--- config.mk ---
export PLATFORM = sky130hd
export DESIGN_NAME = pc_next_sel_unit
export DESIGN_NICKNAME = d
export VERILOG_FILES = /design/src/rtl/pc_next_sel_unit.sv
export SDC_FILE = /design/constraint.sdc
export NUM_CORES = 1
export LEC_CHECK = 0
export ABC_AREA = 1
export CAP_MARGIN = 10
export CORE_MARGIN = 1
export CORE_UTILIZATION = 45
export CTS_CLUSTER_DIAMETER = 120
export DETAILED_ROUTE_END_ITERATION = 16
export HOLD_SLACK_MARGIN = 0.02
export PLACE_DENSITY_LB_ADDON = 0.08
export SYNTH_ARGS = -nofsm -noshare
export SYNTH_HDL_FRONTEND = slang
export SYNTH_SLANG_ARGS = --single-unit
export TNS_END_PERCENT = 100
--- constraint.sdc ---
create_clock -name clk -period 5 [get_ports clk]
set_input_delay 0.75 -clock clk [delete_from_list [all_inputs] [get_ports clk]]
set_output_delay 0.75 -clock clk [all_outputs]
set_load 0.05 [all_outputs]
--- src/rtl/pc_next_sel_unit.sv ---
// pc_next_sel_unit
//   Registered fetch program counter with prioritised next-PC selection.
//   Redirect sources, highest priority first: flush vector, ALU branch target,
//   jump/call target, return-address-stack top. With no request the PC
//   advances by PC_INC, or takes a redirect that was captured while stalled.
//
//   Optional feature macro: PC_RAS_EN
//     defined   : RAS_DEPTH-entry circular return-address stack.
//     undefined : no stack; call_en acts as a plain jump, ret_en is ignored,
//                 ras_underflow is tied to 0.
//
// Ports
//   clk, rst_n     rising-edge clock, asynchronous active-low reset
//   stall          hold pc_out; winning request is captured as pending
//   flush_en       redirect to flush_vector
//   branch_taken   redirect to output_ALU
//   jump_en        redirect to jump_target (call_en marks it as a call)
//   ret_en         redirect to the return-address-stack top
//   pc_out         current fetch PC
//   pc_plus_inc    pc_out + PC_INC (combinational, wraps)
//   redirect       pc_out was loaded non-sequentially on the last edge
//   pending_valid  a captured redirect waits for stall release
//   ras_underflow  one-cycle pulse: ret_en won with the stack empty
module pc_next_sel_unit #(
    parameter int unsigned         PC_WIDTH  = 48,
    parameter logic [PC_WIDTH-1:0] RESET_PC  = '0,
    parameter logic [PC_WIDTH-1:0] PC_INC    = PC_WIDTH'(1),
    parameter int unsigned         RAS_DEPTH = 4
) (
    input  logic                clk,
    input  logic                rst_n,
    input  logic                stall,
    input  logic                flush_en,
    input  logic [PC_WIDTH-1:0] flush_vector,
    input  logic                branch_taken,
    input  logic [PC_WIDTH-1:0] output_ALU,
    input  logic                jump_en,
    input  logic                call_en,
    input  logic [PC_WIDTH-1:0] jump_target,
    input  logic                ret_en,
    output logic [PC_WIDTH-1:0] pc_out,
    output logic [PC_WIDTH-1:0] pc_plus_inc,
    output logic                redirect,
    output logic                pending_valid,
    output logic                ras_underflow
);

    logic [PC_WIDTH-1:0] pc_q, pc_d;
    logic [PC_WIDTH-1:0] pend_q, pend_d;
    logic                pend_valid_q, pend_valid_d;
    logic                redirect_q, redirect_d;

    logic                req_valid;
    logic [PC_WIDTH-1:0] req_target;

    assign pc_plus_inc = pc_q + PC_INC;

`ifdef PC_RAS_EN
    localparam int unsigned IDX_W = (RAS_DEPTH > 1) ? $clog2(RAS_DEPTH) : 1;
    localparam int unsigned CNT_W = $clog2(RAS_DEPTH + 1);

    logic [PC_WIDTH-1:0] ras_mem_q [RAS_DEPTH];
    logic [IDX_W-1:0]    ras_head_q;   // next slot to write
    logic [CNT_W-1:0]    ras_cnt_q;    // valid entries, saturates at RAS_DEPTH
    logic [IDX_W-1:0]    ras_top_idx;
    logic                ras_empty, ras_full;
    logic                ras_push, ras_pop, ras_uflow;
    logic                ras_uflow_q;

    // Head wraps modulo RAS_DEPTH (power of two), so a push on a full stack
    // silently overwrites the oldest entry.
    assign ras_top_idx = ras_head_q - IDX_W'(1);
    assign ras_empty   = (ras_cnt_q == '0);
    assign ras_full    = (ras_cnt_q == CNT_W'(RAS_DEPTH));
`else
    logic unused_ras;
    localparam int unsigned unused_ras_depth = RAS_DEPTH;
    assign unused_ras = &{1'b0, call_en, ret_en};
`endif

    // Request arbitration; losing requests cause no push/pop.
    always_comb begin
        req_valid  = 1'b0;
        req_target = '0;
`ifdef PC_RAS_EN
        ras_push   = 1'b0;
        ras_pop    = 1'b0;
        ras_uflow  = 1'b0;
`endif
        if (flush_en) begin
            req_valid  = 1'b1;
            req_target = flush_vector;
        end else if (branch_taken) begin
            req_valid  = 1'b1;
            req_target = output_ALU;
        end else if (jump_en) begin
            req_valid  = 1'b1;
            req_target = jump_target;
`ifdef PC_RAS_EN
            ras_push   = call_en;
`endif
        end
`ifdef PC_RAS_EN
        else if (ret_en) begin
            if (ras_empty) begin
                ras_uflow = 1'b1;
            end else begin
                req_valid  = 1'b1;
                req_target = ras_mem_q[ras_top_idx];
                ras_pop    = 1'b1;
            end
        end
`endif
    end

    // A stalled edge parks the winning target; any unstalled edge consumes it.
    always_comb begin
        pc_d         = pc_q;
        pend_d       = pend_q;
        pend_valid_d = pend_valid_q;
        redirect_d   = 1'b0;
        if (stall) begin
            if (req_valid) begin
                pend_d       = req_target;
                pend_valid_d = 1'b1;
            end
        end else begin
            pend_valid_d = 1'b0;
            if (req_valid) begin
                pc_d       = req_target;
                redirect_d = 1'b1;
            end else if (pend_valid_q) begin
                pc_d       = pend_q;
                redirect_d = 1'b1;
            end else begin
                pc_d = pc_plus_inc;
            end
        end
    end

    always_ff @(posedge clk or negedge rst_n) begin
        if (!rst_n) begin
            pc_q         <= RESET_PC;
            pend_q       <= '0;
            pend_valid_q <= 1'b0;
            redirect_q   <= 1'b0;
        end else begin
            pc_q         <= pc_d;
            pend_q       <= pend_d;
            pend_valid_q <= pend_valid_d;
            redirect_q   <= redirect_d;
        end
    end

`ifdef PC_RAS_EN
    always_ff @(posedge clk or negedge rst_n) begin
        if (!rst_n) begin
            ras_head_q  <= '0;
            ras_cnt_q   <= '0;
            ras_uflow_q <= 1'b0;
        end else begin
            ras_uflow_q <= ras_uflow;
            if (ras_push) begin
                ras_head_q <= ras_head_q + IDX_W'(1);
                if (!ras_full) begin
                    ras_cnt_q <= ras_cnt_q + CNT_W'(1);
                end
            end else if (ras_pop) begin
                ras_head_q <= ras_top_idx;
                ras_cnt_q  <= ras_cnt_q - CNT_W'(1);
            end
        end
    end

    // Entry storage needs no reset: the count alone marks what is valid.
    always_ff @(posedge clk) begin
        if (ras_push) begin
            ras_mem_q[ras_head_q] <= pc_plus_inc;
        end
    end

    assign ras_underflow = ras_uflow_q;
`else
    assign ras_underflow = 1'b0;
`endif

    assign pc_out        = pc_q;
    assign redirect      = redirect_q;
    assign pending_valid = pend_valid_q;

endmodule
Word-level counts from Yosys, hierarchy flattened
Index checks and enable logic that the tools add are counted.

operators by class
  $add $sub $neg = 1
  equality and inequality tests = 1
  multiplexer cells = 13
  reductions and logical operators = 1

operators with widths
  cell                                                                     count
  48-bit 2-to-1 mux                                                        5
  48-bit by 1-bit adder with 48-bit output, second input constant          1
  1-bit 2-to-1 mux                                                         8
  2-bit by 1-bit inequality test with 1-bit output, second input constant  1
  2-bit AND reduction                                                      1

word-level totals
  flip-flop bits (word level) = 98
  input port bits = 152
  output and inout bits = 99
  word-level logic and storage cells = 20

Longest topological paths before layout
Gate-level depths: netlist (run 1).

  word-level depth = 5
  mapped depth = 12
  mapped depth without buffers = 12

Worst setup path after synthesis (run 1)
OpenSTA, ideal clock, no wires.

  kind = register -> output
  start point = reg pc_q[0], in the netlist pc_out[0]
  end point = out pc_plus_inc[7]
  arrival time = 2.357 ns
  required time = 4.250 ns
  setup slack = 1.893 ns
  cell stages (with the launch flop) = 5
  path buffers = 0
  path through = dfrtp_1 > inv_1 > nor2_8 > nand2_2 > xnor2_1

on the way
  cells in the longest elaborated chain, start to end = 1

RTL lines
  what                                      RTL line  source
  from (decl)                               48        logic [PC_WIDTH-1:0] pc_q, pc_d;
  from (signal assigned)                    148       pc_q <= pc_d;
  48-bit by 1-bit adder with 48-bit output  56        assign pc_plus_inc = pc_q + PC_INC;
  to (decl)                                 42        output logic [PC_WIDTH-1:0] pc_plus_inc,

Every way passes these cells.

Worst setup path after layout (run 1)
  start point = reg pc_q[1], in the netlist pc_out[1]
  end point = out pc_plus_inc[14]

Same word-level chain as after synthesis.

==> summary.md, run 1 <==
| Metric | Value |
|---|---|
| Final Max Slew Viols | `0` |
| VDD IR-drop max | `roughly 0.22 mV` |
| Post-synth top area share | `34.3%` |
| Area growth, synth to finish | `39.7%` |
| CTS Buf Count | `9` |
| Crit share post-route | `a little under three quarters` |
| Unrepaired setup endpoints after global routing | `false` |
| Clk pin slew, worst setup/hold paths | `~0.070 ns` |
| Cells after DPL | `approximately 1500` |
| Worst Path Buf+Inv | `1` |
| Post-CTS Hold Fix Bufs | `0` |
| Status | `completed` |
| Die area | `between 0.015 and 0.02 mm²` |
| Critical path, cell by cell | `ha_1, nand2_2, nor2_4, nand2_2, nor2_4, xor2_2, clkdlybuf4s50_1` |
| Routed WL | `25900 µm` |
| Commonest non-fill, non-tap cell in the layout | `nand2_1` |
| FF/Latch Area | `about 0.0025 mm²` |
| Crit path DAT | `between 2 and 3 ns` |
| Initial antenna violation count | `0` |
| YS warnings | `0` |
| F_max | `between 0.2 and 0.3 GHz` |
| Largest net degree at the start of global routing | `53` |
| Ranking of synthesized cells by area | `dfrtp_1 34%, nand2_1 17%, nor2_1 11%` |
| Finished Layout Cells | `approximately 1600` |
| Gate Count Post-Synth | `around 1100` |
| Leak | `4.52 nW` |
| Sequential-to-total area share from yosys stat | `34.3%` |
| ANT cells | `0` |
| First-pass GRT wire length | `39500 µm` |
| Avg Cell Area, Syn | `6.26 µm²` |
| Mapped Nets | `roughly 1300` |
| Fillcell total | `about 1500` |
| Clock Path Buffers | `2` |
| Num rows | `between 40 and 50` |
| Die H | `~130 µm` |
| Worst r2r path cells | `5` |
| Critical Path End Type | `output port` |
| Crit path max fanout | `9` |
| CP Class | `reg -> out` |
| Worst Clk Skew | `0.0101 ns` |
| Area of the multi-input gates | `0.00417 mm²` |
| Drt via density | `about 5.3` |
| DRC | `0` |
| Top FF cell, synth | `dfrtp_1` |
| Setup Slack @ Placement | `1.77 ns` |
| CTS tree | `built` |
| R2r endpoint | `pc_out[1]` |
| Yosys top cell by area | `dfrtp_1` |
| DPL Wire Length | `slightly below 20000 µm` |
| Vias in the first global route | `7172` |
| Max Cap Violations | `0` |
| Clk sink count | `between 90 and 100` |
| WL per Instance | `16.6 µm` |
| GPL Wtd Cong | `roughly 0.97` |
| Yosys cell types | `28` |
| Initial drt markers | `924` |
| Max_slew headroom | `41.1%` |
| Setup Buffers After CTS | `0` |
| DIE WIDTH | `around 130 µm` |
| Family with the most delay on the worst path | `buffers and inverters` |
| Number of synthesized register bits | `slightly below 100` |
| Synth async-reset ratio | `100%` |
| Initial Util | `46.5%` |
| All-layer global routing usage | `a little under a third` |
| Final min period | `between 3 and 4 ns` |
| Ratio of cells with drive above 1 in the final layout | `under 10%` |
| H-tree depth | `3` |
| Clock root buffer | `clkbuf_16` |
| FF-to-FF setup slack | `between 2 and 2.5 ns` |
| Setup TNS | `0 ns` |
| Slowest cell on crit path | `clkdlybuf4s50_1` |
| GR Overflow Total | `0` |
| Number of flops mapped to enable cells by yosys | `0` |
| WP data required | `roughly 4.3 ns` |
| Buffers on Ports | `between 200 and 250` |
| CP max stage delay | `between 0.8 and 0.9 ns` |
| Setup crit start kind | `register` |
| # IOs | `251` |
| CORE AREA | `0.0154 mm²` |
| Worst skew pair latency | `0.35 ns` |
| Final worst slack | `between 1 and 1.5 ns` |
| Vias | `8334` |
| PD cells | `between 200 and 300 mW/mm²` |
| FF-to-FF Start | `pending_valid` |
| Fin. Hold Viols | `0` |
| # nets final | `roughly 1500` |
| Post-route ant nets | `0` |
| DRT Pass-1 Iters | `8` |
| Worst hold path type | `in -> async` |
| Cts repair resizes | `0` |
| Mapped cell area | `0.00715 mm²` |
| Tightest Pin Transition | `0.883 ns` |
| # setup viols final | `0` |
| Most frequent cells in the layout | `317 x nand2_1, 243 x clkdlybuf4s50_1, 211 x nor2_1` |
final cells by class:
type                    instances  share of cell area (%)
clock buffers                  10                    2.39
inverters                      76                    2.86
flip-flops and latches         98                    24.6
multi-input cells             906                    41.7
repair buffers                258                    25.5
well taps                     211                    2.64
clock inverters                 4                   0.276
flip-flops by register name (all words and copies together), names as in the netlist:
signal and count:
pc_out 48, pend_q 48, pending_valid 1, redirect 1
worst max-delay path by stage:
stage,start,end,slack [ns],depth (start not counted)
2_1_floorplan,pc_out[0],pc_plus_inc[7],1.89,4
3_3_place_gp,pc_out[0],pc_plus_inc[14],1.80,7
3_5_place_dp,pc_out[1],pc_plus_inc[46],1.77,8
4_1_cts,pc_out[1],pc_plus_inc[46],1.39,8
5_1_grt,pc_out[0],pc_plus_inc[46],1.27,8
6_report,pc_out[1],pc_plus_inc[14],1.41,7
worst reg2reg max path, cell delays in order (launching register included):
cell and delay [ns]:
dfrtp_1 0.71, inv_2 0.74, buf_4 0.50, nor2_1 0.08, or3_1 0.35, a31oi_1 0.13
cell families after synthesis:
| family | count (synthesis) | synth area share, % |
|---|---|---|
| adders and majority gates | 1 | 0.175 |
| AOI/OAI and AO/OA | 208 | 14.8 |
| other | 1 | 0.0525 |
| DFF | 98 | 34.3 |
| and+or+nand+nor | 678 | 40.5 |
| xor gates and xnor gates | 18 | 2.73 |
| buffers and inverters | 138 | 7.42 |
stage by stage:
stage	hold slack [ns]	utilization (%)	instance area, µm²	power (mW)
4_1_cts	0.458	65.0	9980	2.85
3_5_place_dp	0.473	63.2	9720	2.19
3_3_place_gp	0.467	63.2	9720	2.18
6_report	0.433	65.0	9980	2.85
2_1_floorplan	0.453	-	7150	1.72
5_1_grt	0.484	65.0	9980	2.97
cell usage after synthesis (4+ instances only):
| cell | n |
|---|---|
| nand2_1 | 318 |
| nor2_1 | 211 |
| o21ai_0 | 113 |
| nand3_1 | 99 |
| dfrtp_1 | 98 |
| inv_1 | 74 |
| a21oi_1 | 72 |
| clkbuf_1 | 39 |
| buf_1 | 15 |
| nand4_1 | 15 |
| a31oi_1 | 12 |
| nor2_2 | 11 |
| o21ai_1 | 11 |
| xnor2_1 | 8 |
| buf_2 | 7 |
| nand2_2 | 6 |
| nor2_4 | 5 |
| xor2_1 | 5 |
| xor2_2 | 5 |
| nand3b_1 | 4 |
| nor2_8 | 4 |
power by group:
group	internal (mW)	switching [mW]
Sequential	0.890	0.126
Clock	0.348	0.313
Combinational	0.412	0.759
metal layers:
layer,vias to the layer above,global-route usage [%],routed length (µm)
li1,4085,-,-
met1,3781,48.4,12000
met3,31,4.76,2350
met4,0,9.07,461
met2,437,46.1,11100
met5,-,0,0
Note: power is estimated with default switching activity, not from simulation.
==> run 2: changes to the inputs <==
--- a/config.mk
+++ b/config.mk
@@ -8,7 +8,7 @@
 export ABC_AREA = 1
 export CAP_MARGIN = 10
 export CORE_MARGIN = 1
-export CORE_UTILIZATION = 45
+export CORE_UTILIZATION = 42
 export CTS_CLUSTER_DIAMETER = 120
 export DETAILED_ROUTE_END_ITERATION = 16
 export HOLD_SLACK_MARGIN = 0.02
==> constraint.sdc (replaced) <==
create_clock -name clk -period 3.2 [get_ports clk]
set_input_delay 0.48 -clock clk [delete_from_list [all_inputs] [get_ports clk]]
set_output_delay 0.48 -clock clk [all_outputs]
set_load 0.05 [all_outputs]
==> run 2 against run 1 <==
  * Non-clock buffer count rose by 15
  * Largest power group unchanged
  * Worst hold slack worse by 0.28 ns
  * Via count is 0.14% higher
  * Register-to-register slack got worse by 1.3 ns
  * Critical path type unchanged
  * Clock-buffer cell count increased by 1
  * Total power rose by 64%
==> summary.md, run 2 (synthesized netlist as in run 1, its figures left out) <==
| Metric | Value |
|---|---|
| Commonest non-fill, non-tap cell in the layout | `nand2_1` |
| CP Class | `reg -> out` |
| GPL Wtd Cong | `0.938 (-3.0%)` |
| Crit share post-route | `96.9%` |
| Fillcell total | `1609 (+11%)` |
| FF-to-FF Start | `pc_out[0]` |
| Crit path max fanout | `7 (-2)` |
| CORE AREA | `0.0166 mm² (+7.9%)` |
| Crit path DAT | `2.62 ns (-0.22 ns)` |
| Drt via density | `5.25 (-1.6%)` |
| Post-route ant nets | `0 (unchanged)` |
| WP data required | `2.72 ns (-1.53 ns)` |
| Crit path launch | `pc_out[2]` |
| Vias in the first global route | `7384 (+3.0%)` |
| Finished Layout Cells | `1591 (+1.8%)` |
| Worst r2r path cells | `12 (+7)` |
| Leak | `4.80 nW (+6.1%)` |
| Critical Path End Type | `output port` |
| Slowest cell on crit path | `clkdlybuf4s50_1` |
| # nets final | `1517 (+1.0%)` |
| VDD IR-drop max | `0.301 mV (+35%)` |
| Max Cap Violations | `0 (unchanged)` |
| All-layer global routing usage | `30.2% (-1.6 points)` |
| Initial drt markers | `884 (-4.3%)` |
| Worst Clk Skew | `0.00791 ns (-0.00221 ns)` |
| Final Max Slew Viols | `0 (unchanged)` |
| Die H | `132 µm (+3.5%)` |
| DRC | `0 (unchanged)` |
| Most frequent cells in the layout | `317 x nand2_1, 211 x nor2_1, 211 x clkdlybuf4s50_1` |
| DRT Pass-1 Iters | `5 (-3)` |
| Initial Util | `43.1% (-3.4 points)` |
| CTS Buf Count | `9 (unchanged)` |
| # setup viols final | `0 (unchanged)` |
| CTS tree | `built` |
| Num rows | `47 (+4.4%)` |
| Clk pin slew, worst setup/hold paths | `0.07 ns (about the same)` |
| Ratio of cells with drive above 1 in the final layout | `6.94% (+1.9 points)` |
| Vias | `8346 (+0.14%)` |
| Max_slew headroom | `48.1% (+7.0 points)` |
| WHS | `0.156 ns (-0.277 ns)` |
| Largest net degree at the start of global routing | `99 (+87%)` |
| DIE WIDTH | `132 µm (+3.5%)` |
| CP endpoint | `pc_plus_inc[19]` |
| Critical path, cell by cell | `nand2_2, nor2_8, nand3_2, nor2_2, xnor2_1, inv_1, clkdlybuf4s50_1` |
| Post-CTS Hold Fix Bufs | `0 (unchanged)` |
| Buffers on Ports | `247 (unchanged)` |
| Initial antenna violation count | `2 (+2)` |
| Status | `completed` |
| F_max | `0.323 GHz` |
| GR Overflow Total | `0 (unchanged)` |
| Routed WL | `26500 µm (+2.5%)` |
| # IOs | `251 (unchanged)` |
| H-tree depth | `3 (unchanged)` |
| PD cells | `457 mW/mm² (+60%)` |
| Overall power | `4.68 mW (+64%)` |
| WL per Instance | `16.7 µm (+0.66%)` |
| CP max stage delay | `0.80 ns (-0.04 ns)` |
| R2r endpoint | `pc_out[32]` |
| Clock root buffer | `clkbuf_16` |
| Final min period | `3.10 ns` |
| Fin. Hold Viols | `0 (unchanged)` |
| Clock Path Buffers | `2 (unchanged)` |
| FF-to-FF setup slack | `1.13 ns (-1.27 ns)` |
| DPL Wire Length | `19800 µm (+2.1%)` |
| Cells after DPL | `1573 (+1.5%)` |
| Setup Buffers After CTS | `0 (unchanged)` |
| Clk sink count | `98 (unchanged)` |
| Worst skew pair latency | `0.36 ns (about the same)` |
| First-pass GRT wire length | `40800 µm (+3.3%)` |
| Area growth, synth to finish | `43.2%` |
| Worst hold path type | `in -> async` |
| Die area | `0.0175 mm² (+7.0%)` |
| Setup crit start kind | `register` |
| Final core occ | `61.7% (-3.2 points)` |
| Tightest Pin Transition | `0.770 ns (-0.112 ns)` |
| Setup TNS | `0 ns (unchanged)` |
| Unrepaired setup endpoints after global routing | `false` |
-- run 2: cell count changes in the layout (fill, tap and decap cells not counted) --
| cell | before | now |
|---|---|---|
| inv_1 | 72 | 73 |
| clkbuf_1 | 0 | 1 |
| clkdlybuf4s50_1 | 243 | 211 |
| dlymetal6s2s_1 | 0 | 18 |
| clkbuf_2 | 0 | 1 |
| buf_12 | 1 | 5 |
| diode_2 | 0 | 2 |
| buf_4 | 11 | 33 |
| bufinv_16 | 0 | 2 |
| dlygate4sd2_1 | 0 | 3 |
| clkinv_1 | 1 | 0 |
| buf_2 | 3 | 2 |
| clkinv_2 | 2 | 1 |
-- run 2: power breakdown --
group | switching [mW] | total [mW] | internal, mW | leakage [nW]
combinational | 1.22 | 1.89 | 0.662 | 3.48
sequential | 0.170 | 1.56 | 1.39 | 1.15
clock | 0.519 | 1.23 | 0.713 | 0.161
-- run 2: through the flow --
step           cell area (µm²)  setup WS, ns
6_report                 10200        0.0999
5_1_grt                  10200       0.00486
4_1_cts                  10200        0.0244
3_5_place_dp              9860         0.301
3_3_place_gp              9860         0.360
2_1_floorplan             7150         0.363
-- run 2: area by class of cell --
type                    instances  area (µm²)  area share [%]
clock inverters                 5        82.6           0.807
repair buffers                273        2730            26.6
clock buffers                  11         243            2.37
diodes                          2        5.00          0.0489
well taps                     220         275            2.69
flip-flops and latches         98        2450            24.0
multi-input cells             906        4170            40.7
inverters                      76         285            2.79
-- run 2: how the worst min path moves through the flow --
stage	end	cells past startpoint	startpoint	slack (ns)
floorplan	pc_out[0]	0	rst_n	0.18
global placement	pend_q[21]	2	pend_q[21]	0.47
detailed placement	pend_q[40]	2	pend_q[40]	0.47
CTS	pend_q[6]	2	rst_n	0.21
global route	pend_q[6]	2	rst_n	0.21
finish	pend_q[6]	2	rst_n	0.16
-- run 2: metal layers --
layer	vias to the layer above	global-route usage (%)	wire, µm
met1	3773	44.4	11900
li1	4124	-	-
met4	2	8.68	641
met3	44	7.32	2650
met5	-	0	9
met2	403	43.5	11300
-- run 2: repair_timing --
item	in CTS	in global routing
endpoints found under the setup margin	3	18
gates resized for setup	3	18
hold endpoints to repair	0	0
-- run 2: critical path, delay by kind of cell, from the launching register on --
family / cells / cell delay (ns)
AND/OR/NAND/NOR: 4 / 0.71
buffers and inverters: 2 / 0.89
XOR/XNOR: 1 / 0.17
flip-flops: 1 / 0.50
